<file path="src/rtl/sa_rr_lock_arbiter.sv">
// sa_rr_lock_arbiter
// -----------------------------------------------------------------------------
// N-input output-port arbiter for the switch allocator. One output channel is
// shared between N requesters using a rotating priority pointer. When the first
// beat of a multi-beat packet is accepted, the grant is locked to that requester
// until its tail beat transfers (wormhole hold).
//
// Optional build macro: SA_HOLD_TIMEOUT_EN
//   When defined, a locked owner that leaves its request low for MAX_HOLD
//   consecutive cycles is forcibly released. A one-cycle pulse on 'timeout'
//   marks the release. When undefined, 'timeout' is tied low and a lock lasts
//   until a tail transfer or reset.
//
// Handshake: a beat transfers in any cycle where gnt_valid and ready are both
// high. gnt/gnt_id/gnt_valid are combinational from req and the registered
// state; ready never affects the grant, only whether it is consumed.
//
// Ports:
//   clk        clock
//   rst_n      asynchronous active-low reset
//   req[N]     bit i high: requester i has a beat to send
//   tail[N]    bit i high: requester i's current beat ends its packet
//   ready      downstream accepts a beat this cycle
//   gnt[N]     one-hot grant, or all zero
//   gnt_id     binary index of the granted requester (0 when gnt_valid=0)
//   gnt_valid  high when gnt is non-zero
//   busy       high while locked to a packet owner (exposes the FSM state)
//   timeout    one-cycle forced-release pulse (0 without SA_HOLD_TIMEOUT_EN)
// -----------------------------------------------------------------------------
module sa_rr_lock_arbiter #(
    parameter  int N        = 4,
    parameter  int MAX_HOLD = 16,
    localparam int IDW      = $clog2(N)
) (
    input  logic           clk,
    input  logic           rst_n,
    input  logic [N-1:0]   req,
    input  logic [N-1:0]   tail,
    input  logic           ready,
    output logic [N-1:0]   gnt,
    output logic [IDW-1:0] gnt_id,
    output logic           gnt_valid,
    output logic           busy,
    output logic           timeout
);

    if (N < 2 || MAX_HOLD < 1) begin : g_bad_params
        $error("sa_rr_lock_arbiter: requires N >= 2 and MAX_HOLD >= 1");
    end

    typedef enum logic {
        IDLE   = 1'b0,
        LOCKED = 1'b1
    } state_e;

    state_e         state_q, state_d;
    logic [IDW-1:0] ptr_q, ptr_d;
    logic [IDW-1:0] owner_q, owner_d;

    logic [IDW-1:0] win_id;
    logic           win_found;
    logic [IDW-1:0] sel_id;
    logic           sel_valid;
    logic           xfer;
    logic           force_rel;

    // Index after i, wrapping N-1 back to 0 (N need not be a power of two).
    function automatic logic [IDW-1:0] next_idx(input logic [IDW-1:0] i);
        return (i == IDW'(N - 1)) ? '0 : i + 1'b1;
    endfunction

    // Round-robin search starting at ptr_q.
    always_comb begin
        win_found = 1'b0;
        win_id    = '0;
        for (int k = 0; k < N; k++) begin
            int j;
            j = int'(ptr_q) + k;
            if (j >= N) j = j - N;
            if (!win_found && req[IDW'(j)]) begin
                win_found = 1'b1;
                win_id    = IDW'(j);
            end
        end
    end

    // While locked only the owner may be granted. The rst_n term keeps all
    // grant outputs low during reset even though req is still being driven.
    always_comb begin
        sel_id    = win_id;
        sel_valid = win_found;
        if (state_q == LOCKED) begin
            sel_id    = owner_q;
            sel_valid = req[owner_q];
        end
        sel_valid = sel_valid & rst_n;
    end

    assign gnt_valid = sel_valid;
    assign gnt_id    = sel_valid ? sel_id : '0;
    assign gnt       = sel_valid ? (N'(1) << sel_id) : '0;
    assign busy      = (state_q == LOCKED);
    assign xfer      = sel_valid & ready;

    // Next-state logic. tail is only looked at for the granted index.
    always_comb begin
        state_d = state_q;
        ptr_d   = ptr_q;
        owner_d = owner_q;
        if (xfer) begin
            if (tail[sel_id]) begin
                state_d = IDLE;
                ptr_d   = next_idx(sel_id);
            end else if (state_q == IDLE) begin
                state_d = LOCKED;
                owner_d = sel_id;
            end
        end
        // force_rel only fires while req[owner] is low, so it never
        // coincides with a transfer.
        if (force_rel) begin
            state_d = IDLE;
            ptr_d   = next_idx(owner_q);
        end
    end

    always_ff @(posedge clk or negedge rst_n) begin
        if (!rst_n) begin
            state_q <= IDLE;
            ptr_q   <= '0;
            owner_q <= '0;
        end else begin
            state_q <= state_d;
            ptr_q   <= ptr_d;
            owner_q <= owner_d;
        end
    end

`ifdef SA_HOLD_TIMEOUT_EN
    localparam int CW = $clog2(MAX_HOLD + 1);

    logic [CW-1:0] cnt_q, cnt_d;
    logic          stall;

    assign stall = (state_q == LOCKED) && !req[owner_q];

    // The counter value before this cycle's stall is cnt_q, so the release
    // happens on the MAX_HOLD-th consecutive stall cycle. Any cycle with
    // the owner requesting, and every IDLE cycle, clears it.
    always_comb begin
        cnt_d     = '0;
        force_rel = 1'b0;
        if (stall) begin
            if (cnt_q == CW'(MAX_HOLD - 1)) begin
                force_rel = 1'b1;
            end else begin
                cnt_d = cnt_q + 1'b1;
            end
        end
    end

    always_ff @(posedge clk or negedge rst_n) begin
        if (!rst_n) begin
            cnt_q <= '0;
        end else begin
            cnt_q <= cnt_d;
        end
    end

    assign timeout = force_rel;
`else
    assign force_rel = 1'b0;
    assign timeout   = 1'b0;
`endif

endmodule

</file>
<file path="config.mk">
export PLATFORM = sky130hd
export DESIGN_NAME = sa_rr_lock_arbiter
export DESIGN_NICKNAME = d
export VERILOG_FILES = /design/src/rtl/sa_rr_lock_arbiter.sv
export SDC_FILE = /design/constraint.sdc
export NUM_CORES = 1
export LEC_CHECK = 0
export ABC_AREA = 1
export BUFFER_PORTS_ARGS = -buffer_cell sky130_fd_sc_hd__clkbuf_2
export CAP_MARGIN = 30
export CORE_MARGIN = 2
export CORE_UTILIZATION = 55
export CTS_BUF_LIST = sky130_fd_sc_hd__clkbuf_4 sky130_fd_sc_hd__clkbuf_8 sky130_fd_sc_hd__clkbuf_16
export DETAILED_ROUTE_END_ITERATION = 8
export HOLD_SLACK_MARGIN = 0.02
export PLACE_DENSITY = 0.91
export REMOVE_ABC_BUFFERS = 1
export SLEW_MARGIN = 20
export SYNTH_ARGS = -nofsm -noshare
export SYNTH_HDL_FRONTEND = slang
export SYNTH_SLANG_ARGS = --single-unit
</file>
<file path="constraint.sdc">
create_clock -name clk -period 3.91 [get_ports clk]
set_clock_uncertainty 0.15 [all_clocks]
set_input_delay 0.9775 -clock clk [delete_from_list [all_inputs] [get_ports clk]]
set_output_delay 0.9775 -clock clk [all_outputs]
set_load 0.005 [all_outputs]
</file>
==> key figures, run 1 <==
Placement
  – Post-DP HPWL: about 1500 um
  – Post-DP Area: 992 um^2
  – Port buffer count: 18
  – Final GP Congestion: between 0.8 and 0.9

Floorplanning
  – Starting Density: 0.591
  – I/O pins: 20
  – DIE WIDTH: about 44 um
  – Die ar.: between 1500 and 2000 um^2
  – Cell Rows: 14
  – Core area: between 1500 and 2000 um^2
  – Die H: roughly 44 um

STA
  – Tmin final: between 3 and 4 ns
  – Setup violations, final: 0
  – Hold Vio Cnt, Final: 0
  – Final max-slew violation count: 0
  – F_max: roughly 280 MHz
  – Setup TNS: 0 ns
  – Period Utilization, post-route: 0.924
  – RSZ-0062 raised after global routing: false

Global route
  – Initial antenna violation count: 0
  – First-pass GRT wire length: around 2900 um
  – Global Route Usage Sum: 0.200
  – Vias in the first global route: just under 800
  – Grt total ovfl: 0
  – Largest net degree at the start of global routing: 12

Route
  – DR DRC count: 0
  – Post-route antenna net violation count: 0
  – Pre-antenna DRT Iters: 4
  – Via count: slightly above 900
  – Initial drt markers: 13
  – Routed vias/inst: between 5 and 6
  – Final wirelength: between 1500 and 2000 um
  – Wire per inst: 9.50 um

CTS
  – Clock Sink Count: 5
  – Cts repair resizes: 0
  – CTS root buf: clkbuf_4
  – Clock Tree Buf Depth: 2
  – TritonCTS clock tree: built
  – Setup Buffers After CTS: 0
  – H-tree depth: 1
  – TritonCTS buffer count: 3
  – Hold_buf cts: 0
  – Clock Latency Late Sink: approximately 0.25 ns
  – Clock slew at reported path FFs: 0.05 ns

Final layout
  – Layout area overhead: 13.5%
  – Filler cell count in the final layout: between 100 and 150
  – Post-Layout Inst Area: between 1000 and 1500 um^2
  – Commonest non-fill, non-tap cell in the layout: nand2_1
  – Most frequent cells in the layout: nand2_1, inv_1, clkbuf_2
  – Antenna cell count: 0
  – Final #Nets: 180
  – Proportion of layout cells with a drive suffix above 1: 0.360

Setup path
  – CP Data Required Time: about 2.8 ns
  – Crit. End Element: output port
  – WP data arrival: ~2.5 ns
  – CP Class: in -> out
  – Worst Path Max Fanout: 7
  – Crit start category: input port

Power and ir drop
  – Static leakage: 0.000613 uW
  – PwrDens: 791 nW/um^2
  – Total power: roughly 810 uW
  – Worst vdd ir: approximately 510 uV

Synthesis
  – Unique masters post-synth: 25
  – Sequential-to-total area share from yosys stat: 0.139
  – Seq cells post-synth: 5
  – Top area cells in the synthesized netlist: nand2_1, dfrtp_1, nand2_2
  – Yosys top cell by area: nand2_1
  – Top-area cell type share of the netlist area: 0.183
  – Mapped Cells: ~140
  – Yosys warning total: 0
  – Mapped cell area: roughly 900 um^2
  – Post-Syn Area per Cell: roughly 6.3 um^2

Run
  – Max-cap violations: 0

Outcome
  – Status: finished, final reports clean

Min path
  – Min-Delay Path Class: reg -> reg
## kinds of logic after synthesis
| kind of cell | count (synthesis) | share of synthesized area |
|---|---|---|
| and+or+nand+nor | 102 | 0.639 |
| other | 1 | 0.00416 |
| adders and majority gates | 4 | 0.0556 |
| AOI/OAI and AO/OA | 6 | 0.0389 |
| buffers and inverters | 26 | 0.124 |
| DFF | 5 | 0.139 |
## synthesized netlist by cell type (all sizes together)
master / instances
nand2: 64
inv: 21
nand3: 19
nor2: 16
dfrtp: 5
ha: 4
clkinv: 3
nand4: 3
o21ai: 3
buf: 2
a21oi: 1
conb: 1
o211ai: 1
o21a: 1
## path summary, 6_finish.rpt
check | start | endpoint | slack, ns | cells after the start
max in group asynchronous | rst_n | owner_q[0]$_DFFE_PN0P_ | 3.04 | 1
min reg2reg | owner_q[1]$_DFFE_PN0P_ | owner_q[1]$_DFFE_PN0P_ | 0.38 | 2
max reg2reg | ptr_q[0]$_DFFE_PN0P_ | ptr_q[1]$_DFFE_PN0P_ | 1.54 | 12
min in group asynchronous | rst_n | ptr_q[0]$_DFFE_PN0P_ | 0.40 | 1
max | req[3] | gnt[1] | 0.30 | 15
min | owner_q[1]$_DFFE_PN0P_ | owner_q[1]$_DFFE_PN0P_ | 0.38 | 2
## worst max-delay path, stage by stage
cell and delay, ns:
clkbuf_2 0.10, clkinv_1 0.09, nand2_2 0.08, nand3_1 0.12, nand2_2 0.12, clkinv_2 0.09, nand3_2 0.10, nor2_4 0.05
nor2_4 0.13, nand2_4 0.09, inv_1 0.13, ha_1 0.16, inv_1 0.03, nor2_1 0.10, clkbuf_2 0.12
## routing by layer
metal / GRT usage / wire length (um) / up-vias
li1: - / - / 480
met1: 0.236 / 758 / 418
met2: 0.339 / 891 / 15
met3: 0.0367 / 42 / 2
met4: 0.109 / 17 / 0
met5: 0 / 0 / -
## per-stage QoR
stage,hold slack [ns],util,setup WS (ns),instances
detailed placement,0.363,0.651,0.302,176
CTS,0.374,0.671,0.295,180
finish,0.379,0.671,0.299,180
floorplan,0.330,-,0.656,142
global route,0.395,0.671,0.148,180
global placement,0.364,0.651,0.381,176
## layout make-up
type                    count  area [um^2]  area share
inverters                  24         92.6      0.0906
flip-flops and latches      5          125       0.122
multi-input cells         113          664       0.650
repair buffers             18         90.1      0.0881
well taps                  16         20.0      0.0196
clock buffers               4         30.0      0.0294
## registers in the layout (all words and copies together) (netlist names)
register / count
ptr_q: 2
busy: 1
owner_q: 2
## power breakdown
group	switching [uW]	internal, uW
logic	404	220
clock network	22.0	45.5
registers	43.9	72.9
Power figures use the tool's default switching activity.
==> run 2: changes to the inputs <==
Settings changed: REMOVE_ABC_BUFFERS 1 to unset.
==> key figures, run 2 (synthesized netlist as in run 1, its figures left out) <==
Route
  – Post-route antenna net violation count: 0 (unchanged)
  – Final wirelength: 1990 um (+16%)
  – Wire per inst: 11.0 um (+16%)
  – Routed vias/inst: 5.04 (-0.87%)
  – Pre-antenna DRT Iters: 4 (unchanged)
  – Initial drt markers: 16 (+3)
  – Via count: 907 (-0.87%)
  – DR DRC count: 0 (unchanged)

Final layout
  – Layout area overhead: 13.5% (unchanged)
  – Final core utilization: 0.671 (unchanged)
  – Proportion of layout cells with a drive suffix above 1: 0.360 (unchanged)
  – Antenna cell count: 0 (unchanged)
  – Commonest non-fill, non-tap cell in the layout: nand2_1
  – Post-Layout Inst Area: 1020 um^2 (unchanged)
  – Final #Nets: 180 (unchanged)
  – Most frequent cells in the layout: nand2_1, inv_1, clkbuf_2

CTS
  – CTS root buf: clkbuf_4
  – Clock Latency Late Sink: 0.24 ns (about the same)
  – Clock Sink Count: 5 (unchanged)
  – Clock slew at reported path FFs: 0.04 ns (about the same)
  – TritonCTS buffer count: 3 (unchanged)
  – Clock Tree Buf Depth: 2 (unchanged)
  – H-tree depth: 1 (unchanged)
  – Hold_buf cts: 0 (unchanged)
  – Cts repair resizes: 0 (unchanged)
  – Setup Buffers After CTS: 0 (unchanged)
  – TritonCTS clock tree: built

Placement
  – Port buffer count: 18 (unchanged)
  – Post-DP Area: 992 um^2 (unchanged)
  – Pre-CTS WS: 0.307 ns (+0.00487 ns)
  – Post-DP HPWL: 1620 um (+11%)
  – Final GP Congestion: 0.844 (-1.8%)

Setup path
  – CP Data Required Time: 2.78 ns (about the same)
  – Worst Path Max Fanout: 7 (unchanged)
  – Crit start category: input port
  – CP Class: in -> out
  – WP data arrival: 2.50 ns (+0.02 ns)
  – Critical path, cell by cell: clkbuf_2 > clkinv_1 > nand2_2 > nand3_1 > nand2_2 > clkinv_2 > nand3_2 > nor2_4 > nor2_4 > nand2_4 > inv_1 > ha_1 > inv_1 > nor2_1 > clkbuf_2
  – Crit. End Element: output port
  – Slowest-stage cell, CP: ha_1
  – CP peak stage delay: 0.16 ns (about the same)

STA
  – F_max: 276 MHz (-0.42%)
  – Final max-slew violation count: 0 (unchanged)
  – Hold Vio Cnt, Final: 0 (unchanged)
  – RSZ-0062 raised after global routing: false
  – Final setup margin: 0.283 ns (-0.0152 ns)
  – Period Utilization, post-route: 0.928 (+0.00390)
  – Setup violations, final: 0 (unchanged)
  – Setup TNS: 0 ns (unchanged)
  – Tmin final: 3.63 ns (+0.0152 ns)

Power and ir drop
  – PwrDens: 813 nW/um^2 (+2.7%)
  – Worst vdd ir: 483 uV (-6.2%)
  – Static leakage: 0.000613 uW (unchanged)

Floorplanning
  – I/O pins: 20 (unchanged)
  – Die ar.: 1980 um^2 (unchanged)
  – Starting Density: 0.591 (unchanged)
  – Core area: 1520 um^2 (unchanged)
  – DIE WIDTH: 44.5 um (unchanged)
  – Cell Rows: 14 (unchanged)
  – Die H: 44.5 um (unchanged)

Synthesis
  – Synthesized net count: roughly 160

Global route
  – First-pass GRT wire length: 3470 um (+18%)
  – Vias in the first global route: 871 (+13%)
  – Initial antenna violation count: 0 (unchanged)
  – Grt total ovfl: 0 (unchanged)
  – Largest net degree at the start of global routing: 12 (unchanged)
  – Global Route Usage Sum: 0.236 (+0.0360)

Min path
  – Min-Delay Path Class: reg -> reg

Run
  – Max-cap violations: 0 (unchanged)

Outcome
  – Status: finished, final reports clean
## run 2: final cells by class
cell class	instances	area (um^2)
multi-input cells	113	664
fillers	140	502
flip-flops and latches	5	125
inverters	24	92.6
repair buffers	18	90.1
clock buffers	4	30.0
well taps	16	20.0
## run 2: final timing paths
kind                                   startpoint                endpoint  slack [ns]  cells past startpoint
setup / recovery                           req[3]                  gnt[1]        0.28                     15
hold / removal             owner_q[1]$_DFFE_PN0P_  owner_q[1]$_DFFE_PN0P_        0.39                      2
setup reg to reg             ptr_q[0]$_DFFE_PN0P_    ptr_q[1]$_DFFE_PN0P_        1.49                     12
hold reg to reg            owner_q[1]$_DFFE_PN0P_  owner_q[1]$_DFFE_PN0P_        0.39                      2
max in group asynchronous                   rst_n  owner_q[0]$_DFFE_PN0P_        3.04                      1
min in group asynchronous                   rst_n        busy$_DFFE_PN0P_        0.41                      1
## run 2: stage by stage
step                      instances  power, uW  hold WS (ns)
after detailed placement        176        759         0.378
after global placement          176        730         0.367
after global routing            180        925         0.404
after CTS                       180        836         0.386
after floorplan                 144        636         0.330
final                           180        831         0.395
## run 2: worst max-delay path, delay by kind of cell
family	cells	cell delay, ns
adder cells (fa/ha/maj)	1	0.16
buffers and inverters	6	0.57
AND/OR/NAND/NOR	8	0.79
## run 2: routing by layer
layer / global-route usage / up-vias / share of wire
met1: 0.258 / 411 / 0.42
met2: 0.446 / 14 / 0.56
met5: 0 / - / 0
met4: 0.0970 / 0 / 0
met3: 0.0327 / 0 / 0.019
li1: - / 482 / -
## run 2: power breakdown
group,internal [uW],total (uW),switching [uW]
Sequential,72.9,118,45.5
Clock,45.4,65.8,20.3
Combinational,222,647,425
==> run 3: changes to the inputs <==
Settings changed: CORE_MARGIN 2 to unset, GPL_TIMING_DRIVEN set to 0.
==> key figures, run 3 (synthesized netlist as in run 1, its figures left out) <==
Power and ir drop
  – PwrDens: 791 nW/um^2 (-2.6%)
  – Worst vdd ir: 487 uV (+0.84%)
  – Static leakage: 0.000624 uW (+1.9%)

CTS
  – Clock slew at reported path FFs: 0.04 ns (about the same)
  – CTS root buf: clkbuf_4
  – Cts repair resizes: 0 (unchanged)
  – Clock Latency Late Sink: 0.24 ns (about the same)
  – TritonCTS buffer count: 3 (unchanged)
  – Clock Sink Count: 5 (unchanged)
  – Clock Tree Buf Depth: 2 (unchanged)
  – TritonCTS clock tree: built
  – H-tree depth: 1 (unchanged)
  – Hold_buf cts: 0 (unchanged)
  – Setup Buffers After CTS: 0 (unchanged)

Route
  – Post-route antenna net violation count: 0 (unchanged)
  – Final wirelength: 1810 um (-8.9%)
  – Pre-antenna DRT Iters: 5 (+1)
  – Routed vias/inst: 5.12 (+1.5%)
  – Initial drt markers: 23 (+7)
  – Via count: 931 (+2.6%)
  – Wire per inst: 9.95 um (-9.9%)
  – DR DRC count: 0 (unchanged)

STA
  – Setup violations, final: 0 (unchanged)
  – Final max-slew violation count: 0 (unchanged)
  – Period Utilization, post-route: 0.929 (+0.00105)
  – Hold Vio Cnt, Final: 0 (unchanged)
  – Tmin final: 3.63 ns (+0.00411 ns)
  – Setup TNS: 0 ns (unchanged)
  – F_max: 275 MHz (-0.11%)
  – RSZ-0062 raised after global routing: false
  – Hold slack: 0.364 ns (-0.0306 ns)

Floorplanning
  – Die ar.: 1800 um^2 (-8.8%)
  – DIE WIDTH: 42.5 um (-4.5%)
  – Core area: 1520 um^2 (unchanged)
  – Starting Density: 0.591 (unchanged)
  – Cell Rows: 14 (unchanged)
  – I/O pins: 20 (unchanged)
  – Die H: 42.5 um (-4.5%)

Global route
  – Largest net degree at the start of global routing: 11 (-1)
  – Vias in the first global route: 859 (-1.4%)
  – Initial antenna violation count: 0 (unchanged)
  – Grt total ovfl: 0 (unchanged)
  – First-pass GRT wire length: 3290 um (-5.2%)
  – Global Route Usage Sum: 0.230 (-0.00684)

Setup path
  – R2R Path Start: ptr_q[0]$_DFFE_PN0P_
  – CP Data Required Time: 2.78 ns (about the same)
  – RR Endpoint: ptr_q[1]$_DFFE_PN0P_
  – WP data arrival: 2.50 ns (about the same)
  – R2r setup slk: 1.77 ns (+0.28 ns)
  – CP Class: in -> out
  – Crit start category: input port
  – Register-to-Register Path Depth: 13 (+1)
  – Worst Path Max Fanout: 7 (unchanged)
  – Crit. End Element: output port

Placement
  – Port buffer count: 18 (unchanged)
  – Post-DP HPWL: 1540 um (-5.0%)
  – Placed Cells: 178 (+1.1%)
  – Final GP Congestion: 0.833 (-1.4%)

Outcome
  – Status: finished, final reports clean

Final layout
  – Layout area overhead: 15.6%
  – Final #Nets: 182 (+1.1%)
  – Area occupied by multi-input gates: 664 um^2 (unchanged)
  – FF+latch area: 125 um^2 (unchanged)
  – Filler cell count in the final layout: 132 (-5.7%)
  – Proportion of layout cells with a drive suffix above 1: 0.367 (+0.00771)
  – Final core utilization: 0.683 (+0.0123)
  – Commonest non-fill, non-tap cell in the layout: nand2_1
  – Non-Filler Instances: 182 (+1.1%)
  – Most frequent cells in the layout: nand2_1, inv_1, clkbuf_2
  – Antenna cell count: 0 (unchanged)

Min path
  – Min-Delay Path Class: reg -> reg
  – Worst hold stages: 2 (unchanged)
  – Worst hold start: owner_q[1]$_DFFE_PN0P_
  – Hold-critical path endpoint: owner_q[1]$_DFFE_PN0P_

Run
  – Max-cap violations: 0 (unchanged)

Synthesis
  – Synthesized net count: 159 (unchanged)
-- run 3: cell count changes in the layout (fill, tap and decap cells not counted), sizes merged --
| cell | previous run | this run |
|---|---|---|
| buf | 0 | 2 |
-- run 3: per-stage QoR --
| stage | total power [uW] | setup WS (ns) | instance area, um^2 |
|---|---|---|---|
| 6_report | 824 | 0.279 | 1040 |
| 5_1_grt | 926 | 0.0780 | 1040 |
| 4_1_cts | 832 | 0.250 | 1040 |
| 3_5_place_dp | 765 | 0.249 | 1010 |
| 3_3_place_gp | 735 | 0.334 | 1010 |
| 2_1_floorplan | 636 | 0.661 | 901 |
-- run 3: final cells by class --
type / count / share of cell area
Buffer: 2 / 0.0180
Clock buffer: 4 / 0.0288
Inverter: 24 / 0.0889
Multi-Input combinational cell: 113 / 0.638
Sequential cell: 5 / 0.120
Tap cell: 16 / 0.0192
Timing Repair Buffer: 18 / 0.0865
-- run 3: worst max-delay path: stages --
cell and delay, ns:
clkbuf_2 0.10, clkinv_1 0.09, nand2_2 0.08, nand3_1 0.12, nand2_2 0.13, clkinv_2 0.09
nand3_2 0.10, nor2_4 0.05, nor2_4 0.13, nand2_4 0.10, inv_1 0.14, ha_1 0.16
inv_1 0.04, nor2_1 0.09, clkbuf_2 0.12
-- run 3: how the worst max path moves through the flow --
stage,startpoint,to,slack [ns],cells past startpoint
after detailed placement,req[3],gnt[3],0.25,15
after global placement,req[3],gnt[3],0.33,15
after CTS,req[3],gnt[3],0.25,15
after global routing,req[3],gnt[1],0.08,15
after floorplan,req[3],gnt[1],0.66,13
final,req[3],gnt[3],0.28,15
-- run 3: power by group --
part	total (uW)	internal [uW]	leakage, uW	switching (uW)
sequential	102	73.2	0.0000624	29.1
clock	64.5	45.4	0.0000184	19.1
combinational	657	230	0.000543	427
-- run 3: metal layers --
layer / GRT usage / up-vias / part of all wire
li1: - / 486 / -
met1: 0.279 / 419 / 0.45
met2: 0.412 / 24 / 0.52
met3: 0.0129 / 2 / 0.021
met4: 0.100 / 0 / 0.0077
met5: 0 / - / 0
